### src/rtl/stebus_cycle_ctrl_if.sv
// stebus_cycle_ctrl_if: CPU-side and STEbus-side signals of the cycle controller.
// Inputs to the controller: sel, mreq, iorq, m1, rd, wr, datack, trferr (all active-low), err_clr.
// Outputs of the controller: cm[2:0], strobe (DATSTB, active-low), zwait (active-low), busy, err_trf, err_to.
interface stebus_cycle_ctrl_if;
    logic       sel;
    logic       mreq;
    logic       iorq;
    logic       m1;
    logic       rd;
    logic       wr;
    logic       datack;
    logic       trferr;
    logic       err_clr;
    logic [2:0] cm;
    logic       strobe;
    logic       zwait;
    logic       busy;
    logic       err_trf;
    logic       err_to;
    modport master (
        output sel, mreq, iorq, m1, rd, wr, datack, trferr, err_clr,
        input  cm, strobe, zwait, busy, err_trf, err_to
    );
    modport slave (
        input  sel, mreq, iorq, m1, rd, wr, datack, trferr, err_clr,
        output cm, strobe, zwait, busy, err_trf, err_to
    );
endinterface

### src/rtl/stebus_cycle_ctrl.sv
// stebus_cycle_ctrl: runs one STEbus master transfer per Z180 access steered to the bus window.
// Ports: clk, rst (async, active-high); bus (slave modport) carries the Z180 strobes, window select,
// DATACK/TRFERR, err_clr and drives cm[2:0], DATSTB, WAIT, busy and the sticky error flags.
module stebus_cycle_ctrl #(
    parameter int SETUP_CYCLES   = 1,
    parameter int TIMEOUT_CYCLES = 255,
    parameter int HOLD_CYCLES    = 1
) (
    input  logic                 clk,
    input  logic                 rst,
    stebus_cycle_ctrl_if.slave   bus
);
    typedef enum logic [2:0] {IDLE, SETUP, STROBE, RELEASE, DONE} state_t;
    localparam logic [7:0] SETUP_LD = 8'(SETUP_CYCLES - 1);
    localparam logic [7:0] TO_LD    = 8'(TIMEOUT_CYCLES - 1);
    // A zero hold still spends one clock in RELEASE.
    localparam logic [7:0] HOLD_LD  = 8'((HOLD_CYCLES > 0) ? HOLD_CYCLES - 1 : 0);
    state_t     r_state, w_next;
    logic [7:0] r_cnt, w_cnt;
    logic [2:0] r_cm, w_cm, w_dec;
    logic       r_err_trf, r_err_to, w_set_trf, w_set_to;
    logic       w_start, w_read;
    assign w_start = !bus.sel & ((!bus.mreq & (!bus.rd | !bus.wr)) |
                                 (!bus.iorq & (!bus.rd | !bus.wr | !bus.m1)));
    // rd and wr both low is treated as a read.
    assign w_read  = !bus.rd;
    assign w_dec   = !bus.mreq ? {2'b11, w_read} :
                     (!bus.iorq & !bus.m1) ? 3'b001 : {2'b01, w_read};
    always_comb begin
        w_next    = r_state;
        w_cnt     = r_cnt;
        w_cm      = r_cm;
        w_set_trf = 1'b0;
        w_set_to  = 1'b0;
        case (r_state)
            IDLE: if (w_start) begin
                w_next = SETUP;
                w_cnt  = SETUP_LD;
                w_cm   = w_dec;
            end
            SETUP: if (!w_start) w_next = DONE;
            else if (r_cnt == 8'd0) begin
                w_next = STROBE;
                w_cnt  = TO_LD;
            end else w_cnt = r_cnt - 8'd1;
            // A withdrawn CPU cycle beats any bus response; TRFERR beats DATACK.
            STROBE: if (!w_start) w_next = DONE;
            else if (!bus.trferr) begin
                w_set_trf = 1'b1;
                w_next    = RELEASE;
                w_cnt     = HOLD_LD;
            end else if (!bus.datack) begin
                w_next = RELEASE;
                w_cnt  = HOLD_LD;
            end else if (r_cnt == 8'd0) begin
                w_set_to = 1'b1;
                w_next   = RELEASE;
                w_cnt    = HOLD_LD;
            end else w_cnt = r_cnt - 8'd1;
            RELEASE: if (r_cnt == 8'd0) w_next = DONE;
            else w_cnt = r_cnt - 8'd1;
            // Stay here until the CPU ends its cycle so one access makes one transfer.
            DONE: if (bus.mreq & bus.iorq) w_next = IDLE;
            default: w_next = IDLE;
        endcase
    end
    always_ff @(posedge clk or posedge rst) begin
        if (rst) begin
            r_state   <= IDLE;
            r_cnt     <= '0;
            r_cm      <= '0;
            r_err_trf <= 1'b0;
            r_err_to  <= 1'b0;
        end else begin
            r_state   <= w_next;
            r_cnt     <= w_cnt;
            r_cm      <= w_cm;
            r_err_trf <= w_set_trf | (r_err_trf & !bus.err_clr);
            r_err_to  <= w_set_to | (r_err_to & !bus.err_clr);
        end
    end
    assign bus.cm      = (r_state == SETUP || r_state == STROBE || r_state == RELEASE) ? r_cm : 3'b000;
    assign bus.strobe  = r_state != STROBE;
    // WAIT goes low in the same clock the request appears; reset forces it high.
    assign bus.zwait   = rst | !((r_state == IDLE && w_start) || r_state == SETUP || r_state == STROBE);
    assign bus.busy    = r_state != IDLE;
    assign bus.err_trf = r_err_trf;
    assign bus.err_to  = r_err_to;
endmodule

### src/flat_wrapper.sv
// flat-port wrapper written by rule: the top's interface ports become plain ports
module stebus_cycle_ctrl_flat 
#(
    parameter int SETUP_CYCLES   = 1,
    parameter int TIMEOUT_CYCLES = 255,
    parameter int HOLD_CYCLES    = 1
)
  (clk, rst, bus_sel, bus_mreq, bus_iorq, bus_m1, bus_rd, bus_wr, bus_datack, bus_trferr, bus_err_clr, bus_cm, bus_strobe, bus_zwait, bus_busy, bus_err_trf, bus_err_to);
  stebus_cycle_ctrl_if bus_i ();
  input  logic clk;
  input  logic rst;
  input wire logic [$bits(bus_i.sel)-1:0] bus_sel;
  input wire logic [$bits(bus_i.mreq)-1:0] bus_mreq;
  input wire logic [$bits(bus_i.iorq)-1:0] bus_iorq;
  input wire logic [$bits(bus_i.m1)-1:0] bus_m1;
  input wire logic [$bits(bus_i.rd)-1:0] bus_rd;
  input wire logic [$bits(bus_i.wr)-1:0] bus_wr;
  input wire logic [$bits(bus_i.datack)-1:0] bus_datack;
  input wire logic [$bits(bus_i.trferr)-1:0] bus_trferr;
  input wire logic [$bits(bus_i.err_clr)-1:0] bus_err_clr;
  output wire logic [$bits(bus_i.cm)-1:0] bus_cm;
  output wire logic [$bits(bus_i.strobe)-1:0] bus_strobe;
  output wire logic [$bits(bus_i.zwait)-1:0] bus_zwait;
  output wire logic [$bits(bus_i.busy)-1:0] bus_busy;
  output wire logic [$bits(bus_i.err_trf)-1:0] bus_err_trf;
  output wire logic [$bits(bus_i.err_to)-1:0] bus_err_to;
  assign bus_i.sel = bus_sel;
  assign bus_i.mreq = bus_mreq;
  assign bus_i.iorq = bus_iorq;
  assign bus_i.m1 = bus_m1;
  assign bus_i.rd = bus_rd;
  assign bus_i.wr = bus_wr;
  assign bus_i.datack = bus_datack;
  assign bus_i.trferr = bus_trferr;
  assign bus_i.err_clr = bus_err_clr;
  assign bus_cm = bus_i.cm;
  assign bus_strobe = bus_i.strobe;
  assign bus_zwait = bus_i.zwait;
  assign bus_busy = bus_i.busy;
  assign bus_err_trf = bus_i.err_trf;
  assign bus_err_to = bus_i.err_to;
  stebus_cycle_ctrl #(.SETUP_CYCLES(SETUP_CYCLES), .TIMEOUT_CYCLES(TIMEOUT_CYCLES), .HOLD_CYCLES(HOLD_CYCLES)) u_core (.clk(clk), .rst(rst), .bus(bus_i));
endmodule
### config.mk
export PLATFORM = sky130hd
export DESIGN_NAME = stebus_cycle_ctrl_flat
export DESIGN_NICKNAME = d
export VERILOG_FILES = /design/src/rtl/stebus_cycle_ctrl_if.sv /design/src/rtl/stebus_cycle_ctrl.sv /design/src/flat_wrapper.sv
export SDC_FILE = /design/constraint.sdc
export NUM_CORES = 1
export LEC_CHECK = 0
export BUFFER_PORTS_ARGS = -buffer_cell sky130_fd_sc_hd__buf_2
export CAP_MARGIN = 20
export CORE_AREA = 3 3 47 49
export CTS_CLUSTER_SIZE = 10
export DETAILED_ROUTE_END_ITERATION = 7
export DIE_AREA = 0 0 50 52
export GPL_ROUTABILITY_DRIVEN = 0
export GPL_TIMING_DRIVEN = 0
export PLACE_DENSITY = 0.86
export SYNTH_ARGS = -nofsm -noshare
export SYNTH_HDL_FRONTEND = slang
export SYNTH_SLANG_ARGS = --single-unit
### constraint.sdc
create_clock -name clk -period 3.2 [get_ports clk]
set_input_delay 0.32 -clock clk [delete_from_list [all_inputs] [get_ports clk]]
set_output_delay 0.32 -clock clk [all_outputs]
set_load 0.02 [all_outputs]
Word level (Yosys, flattened, before mapping)
Index checks and enable logic that the tools add are counted.
{"block": "totals", "register_bits": 16, "out_inout_bits": 8, "elab_cells": 82}
{"block": "classes", "addsub": 1, "n_eq_ne": 13, "muxes": 30, "bitwise": 13, "n_reduce_logical": 20}
{"op": "$mux W8", "count": 8}
{"op": "$mux W3", "count": 11}
{"op": "$pmux W8 S4", "count": 1}
{"op": "$pmux W3 S5", "count": 1}
{"op": "$ne A2 B1 Y1 const B", "count": 5}
{"op": "$reduce_and A5 Y1", "count": 2}
{"op": "$logic_not A1 Y1", "count": 8}
{"op": "$logic_not A8 Y1", "count": 1}
{"op": "$mux W1", "count": 8}
{"op": "$sub A8 B1 Y8 const B", "count": 1}
{"op": "$and A1 B1 Y1", "count": 7}
{"op": "$eq A3 B2 Y1 const B", "count": 2}
{"op": "$or A1 B1 Y1", "count": 6}
{"op": "$ne A5 B5 Y1 const B", "count": 1}
{"op": "$logic_or A1 B1 Y1", "count": 4}
{"op": "$reduce_bool A4 Y1", "count": 1}
{"op": "$eq A3 B1 Y1 const B", "count": 1}
{"op": "$eq A3 B3 Y1 const B", "count": 1}
{"op": "$logic_not A3 Y1", "count": 1}
{"op": "$ne A3 B2 Y1 const B", "count": 1}
{"op": "$ne A3 B3 Y1 const B", "count": 1}
{"op": "$reduce_bool A3 Y1", "count": 1}
{"op": "$mux W2", "count": 1}
{"op": "$ne A2 B2 Y1 const B", "count": 1}
{"op": "other kinds (2)", "count": 2}

Depth between registers and ports, before layout
{"block": "depth", "word_depth": 11, "depth_mapped": 8, "mapped_depth_nobuf": 7}

Worst setup path after synthesis
OpenSTA, ideal clock, no wires.
{"block": "synth_timing", "path_type": "reg-to-reg", "from": "register u_core.r_cnt[0]", "to": "register u_core.r_cnt[1]", "setup_ns": 0.064, "arrival_time_ns": 2.357, "required_time_ns": 3.136, "setup_slack_ns": 0.778, "path_stages_with_launch": 9, "path_buffers": 1, "cell_sequence": "dfrtp_1 -> inv_1 -> ha_1 -> or4b_4 -> or4_4 -> buf_6 -> or3b_4 -> a211oi_2 -> a21o_1"}
{"block": "synth_via", "elab_chain_len": 6, "word_cells_on_any_way": 12, "classes_between": "add/sub (1); eq/ne (1); mux (8); reduce/logical (2)"}
{"element": "start, declared", "line_no": "stebus_cycle_ctrl.sv:19", "rtl": "logic [7:0] r_cnt, w_cnt;"}
{"element": "start signal, assigned", "line_no": "stebus_cycle_ctrl.sv:76", "rtl": "r_cnt <= w_cnt;"}
{"element": "$sub A8 B1 Y8 / $logic_not A8 Y1 (equally long branches)"}
{"element": "$mux W8", "line_no": "stebus_cycle_ctrl.sv:55", "rtl": "end else if (r_cnt == 8'd0) begin"}
{"element": "$mux W8", "line_no": "stebus_cycle_ctrl.sv:52", "rtl": "end else if (!bus.datack) begin"}
{"element": "$mux W8", "line_no": "stebus_cycle_ctrl.sv:48", "rtl": "else if (!bus.trferr) begin"}
{"element": "$mux W8", "line_no": "stebus_cycle_ctrl.sv:47", "rtl": "STROBE: if (!w_start) w_next = DONE;"}
{"element": "$pmux W8 S4", "line_no": "stebus_cycle_ctrl.sv:35", "rtl": "case (r_state)"}
Parallel ways exist; a longest one is shown, timed or not. The select of a mux whose other input is x is not followed.
A chain may end at the register's enable or synchronous reset.

Worst setup path after layout
Same ends and word-level chain as after synthesis.

==> out/metrics.json <==
{
  "run_status": {
    "run_status": "finished, final reports clean"
  },
  "clocking": {
    "h-tree-depth": 1,
    "cts_resized": 0,
    "cts_buffer_depth": 2,
    "post_cts_hold_buffer_count": 0,
    "cts_inserted_buffers": 3,
    "clock_network_latency_to_the_later_pin_of_the_worst_skew_pair_ps": 300,
    "clockRootBuffer": "sky130_fd_sc_hd__clkbuf_4",
    "postCtsSetupRepairBufs": 0,
    "cts_sinks": 16,
    "cts.reportedPaths.clkPinSlew_ps": 100,
    "tritoncts_clock_tree": "yes"
  },
  "logic_synthesis": {
    "syn_area_per_cell_sq_um": 8.87,
    "ys_warns": 0,
    "ys.flop_type": "sky130_fd_sc_hd__dfrtp_1",
    "synth_edf_count": 0,
    "ys_async_sr_fraction_pct": 100,
    "yosysTopAreaCellShare_pct": 41.4,
    "ys_seq_area_share_pct": 41.4,
    "synth_top_area_cell": "sky130_fd_sc_hd__dfrtp_1",
    "synthesis.nets": 121,
    "mappedNetlistArea_sq_um": 967,
    "yosys-top-cells-area": "sky130_fd_sc_hd__dfrtp_1 41%, sky130_fd_sc_hd__nor2_1 5.4%, sky130_fd_sc_hd__nand2_1 4.7%",
    "post_synth_inst_count": 109,
    "ys_seq_elements": 16,
    "synth.lib_cells_used.distinct": 37
  },
  "floorplan": {
    "start_util_pct": 50.9,
    "top_level_ports": 19,
    "die_h_microns": 52,
    "fp-row-count": 16,
    "core_region_area_sq_mm": 0.00190,
    "floorplan.die_area_sq_mm": 0.00260,
    "dieWidth_microns": 50
  },
  "worst_setup_path": {
    "worstPathCellList": "inv_1 > ha_1 > or4b_4 > or4_4 > buf_6 > or3b_4 > a211oi_2 > a21o_1",
    "worst-setup-path-type": "reg -> reg",
    "cpPeakStageDelay_ps": 510,
    "worstPathBufferInverterCount": 2,
    "crit_path_launch_type": "register",
    "r2r-start": "u_core.r_cnt[0]",
    "launching_element_of_the_worst_setup_path": "u_core.r_cnt[0]",
    "crit_required_ps": 3450,
    "crit_fanout": 8,
    "top_family_by_delay_on_critical_path": "simple AND/OR/NAND/NOR gates",
    "cp_slowest_cell": "sky130_fd_sc_hd__or4b_4",
    "worst-endpoint-arrival_ps": 2840,
    "timing.critical_path.to_type": "register"
  },
  "cells_and_area": {
    "antennaDiodeCount": 0,
    "most_frequent_cells_in_the_layout": "18 x sky130_fd_sc_hd__buf_2, 16 x sky130_fd_sc_hd__dfrtp_1, 14 x sky130_fd_sc_hd__nor2_1, 12 x sky130_fd_sc_hd__nand2_1",
    "num-nets-final": 144,
    "layout-drive-gt1-share_pct": 22.1,
    "areaGrowthSynthToFinish_pct": 16.6,
    "layout.cells.most_common": "sky130_fd_sc_hd__buf_2",
    "finalCoreUtilization_pct": 59.3,
    "layout.cells.non_filler": 158
  },
  "route": {
    "met3_wire_len_microns": 89,
    "highest_signal_layer_in_the_routed_design": "met4",
    "drt-initial-drc-count": 13,
    "ant_nets": 0,
    "first_pass_iters": 4,
    "vias": 928,
    "route.detailed.vias_per_inst": 5.87,
    "route.layer.met1.wl_microns": 907,
    "wl_met2_microns": 1050,
    "drt_wl_cell_microns": 13.4,
    "remaining_drc_errors": 0,
    "totalWireLength_microns": 2120
  },
  "timing": {
    "report.final.setup_viol": 0,
    "max_slew_margin_pct": 58.5,
    "hold_worst_slack_ps": 90.0,
    "fin_ws_ps": 604,
    "final_setup_tns_ps": 0,
    "final-max-slew-violation-count": 0,
    "worst_slew_pin_tran_ps": 622,
    "layout_worst_path_cycle_share_pct": 81.1,
    "report.final.hold_viol_count": 0,
    "clock.fmax_ghz": 0.385,
    "final_period_minus_worst_setup_slack_ps": 2600,
    "clock_skew_ps": 4.12,
    "grt_setup_unrepaired": "no"
  },
  "global_route": {
    "grt_use_total_pct": 19.9,
    "antenna_found_initial": 0,
    "number_of_global_route_vias_before_repair": 964,
    "grt_max_degree": 17,
    "overall_overflow_remaining_after_global_route": 0,
    "grt_pass1_wl_microns": 3970
  },
  "placed_design": {
    "port_buffers": 18,
    "detailedPlace.worstSlack_ps": 629,
    "detailed_place_hpwl_microns": 1620,
    "place_inst": 154
  },
  "min_path": {
    "holdCritPathClass": "in -> async"
  },
  "pwr": {
    "irDropWorstVdd_mv": 0.513,
    "cellPowerDensity_mw_per_mm2": 921,
    "leakage_power_nw": 0.508
  },
  "flow_run": {
    "max_cap_viol_count": 0
  }
}
sequential cells by signal, indices dropped and copies added, names as in the netlist:
signal	flops
u_core.r_cm	3
u_core.bus.err_to	1
u_core.r_cnt	8
u_core.r_state	3
u_core.bus.err_trf	1
cell usage after synthesis, types with 3 or more instances:
cell type and number:
sky130_fd_sc_hd__nor3b_1 4, sky130_fd_sc_hd__nand2_1 12, sky130_fd_sc_hd__o21ai_0 3, sky130_fd_sc_hd__o22a_1 3, sky130_fd_sc_hd__nor2_1 14, sky130_fd_sc_hd__inv_1 6
sky130_fd_sc_hd__dfrtp_1 16, sky130_fd_sc_hd__o21bai_1 3, sky130_fd_sc_hd__nand3_1 3, sky130_fd_sc_hd__clkbuf_1 4, sky130_fd_sc_hd__a31oi_1 3, sky130_fd_sc_hd__a21oi_1 6
per-layer routing:
layer,global-route usage (%),vias up
met3,4.01,7
met5,0,-
met4,12.0,0
li1,-,447
met2,34.3,26
met1,22.4,448
cells by family after synthesis:
group	count (synthesis)	synth area share, %
buf+inv	11	5.04
flops	16	41.4
simple gates	45	24.5
fa+ha+maj	1	1.29
mux	1	1.03
compound gates	35	26.8
worst reg2reg max path: stages (launching register included):
cell,delay (ps)
sky130_fd_sc_hd__dfrtp_1,440
sky130_fd_sc_hd__inv_1,80
sky130_fd_sc_hd__ha_1,200
sky130_fd_sc_hd__or4b_4,510
sky130_fd_sc_hd__or4_4,430
sky130_fd_sc_hd__buf_6,150
sky130_fd_sc_hd__or3b_4,400
sky130_fd_sc_hd__a211oi_2,220
sky130_fd_sc_hd__a21o_1,110
power by group:
| part | switching (W) | internal, W | total (W) | leakage [nW] |
|---|---|---|---|---|
| Clock | 0.0000709 | 0.0000695 | 0.000140 | 0.0210 |
| Sequential | 0.0000698 | 0.000271 | 0.000340 | 0.207 |
| Combinational | 0.000313 | 0.000244 | 0.000557 | 0.280 |
| Total | 0.000454 | 0.000584 | 0.00104 | 0.508 |
final cells by class:
| class | instances | area [sq um] |
|---|---|---|
| Clock buffer | 4 | 36.3 |
| Multi-Input combinational cell | 82 | 518 |
| Timing Repair Buffer | 18 | 90.1 |
| Tap cell | 27 | 33.8 |
| Fill cell | 167 | 774 |
| Sequential cell | 16 | 400 |
| Inverter | 6 | 22.5 |
| Buffer | 5 | 26.3 |
worst paths after layout:
path	slack, ps	endpoint	cells after the start
min	90	u_core.r_state[2]	2
min in group clk	200	u_core.r_cm[0]	2
max	600	u_core.r_cnt[1]	8
max in group asynchronous	2710	u_core.r_cnt[6]	2
max reg2reg	600	u_core.r_cnt[1]	8
min reg2reg	510	u_core.r_cm[2]	2
stage by stage:
| step | total power, W | instance area (sq um) |
|---|---|---|
| after floorplan | 0.000770 | 967 |
| after global placement | 0.000865 | 1090 |
| after detailed placement | 0.000898 | 1090 |
| after CTS | 0.00104 | 1130 |
| after global routing | 0.00114 | 1130 |
| final | 0.00104 | 1130 |
No activity file was read; power rests on OpenSTA's default activity.
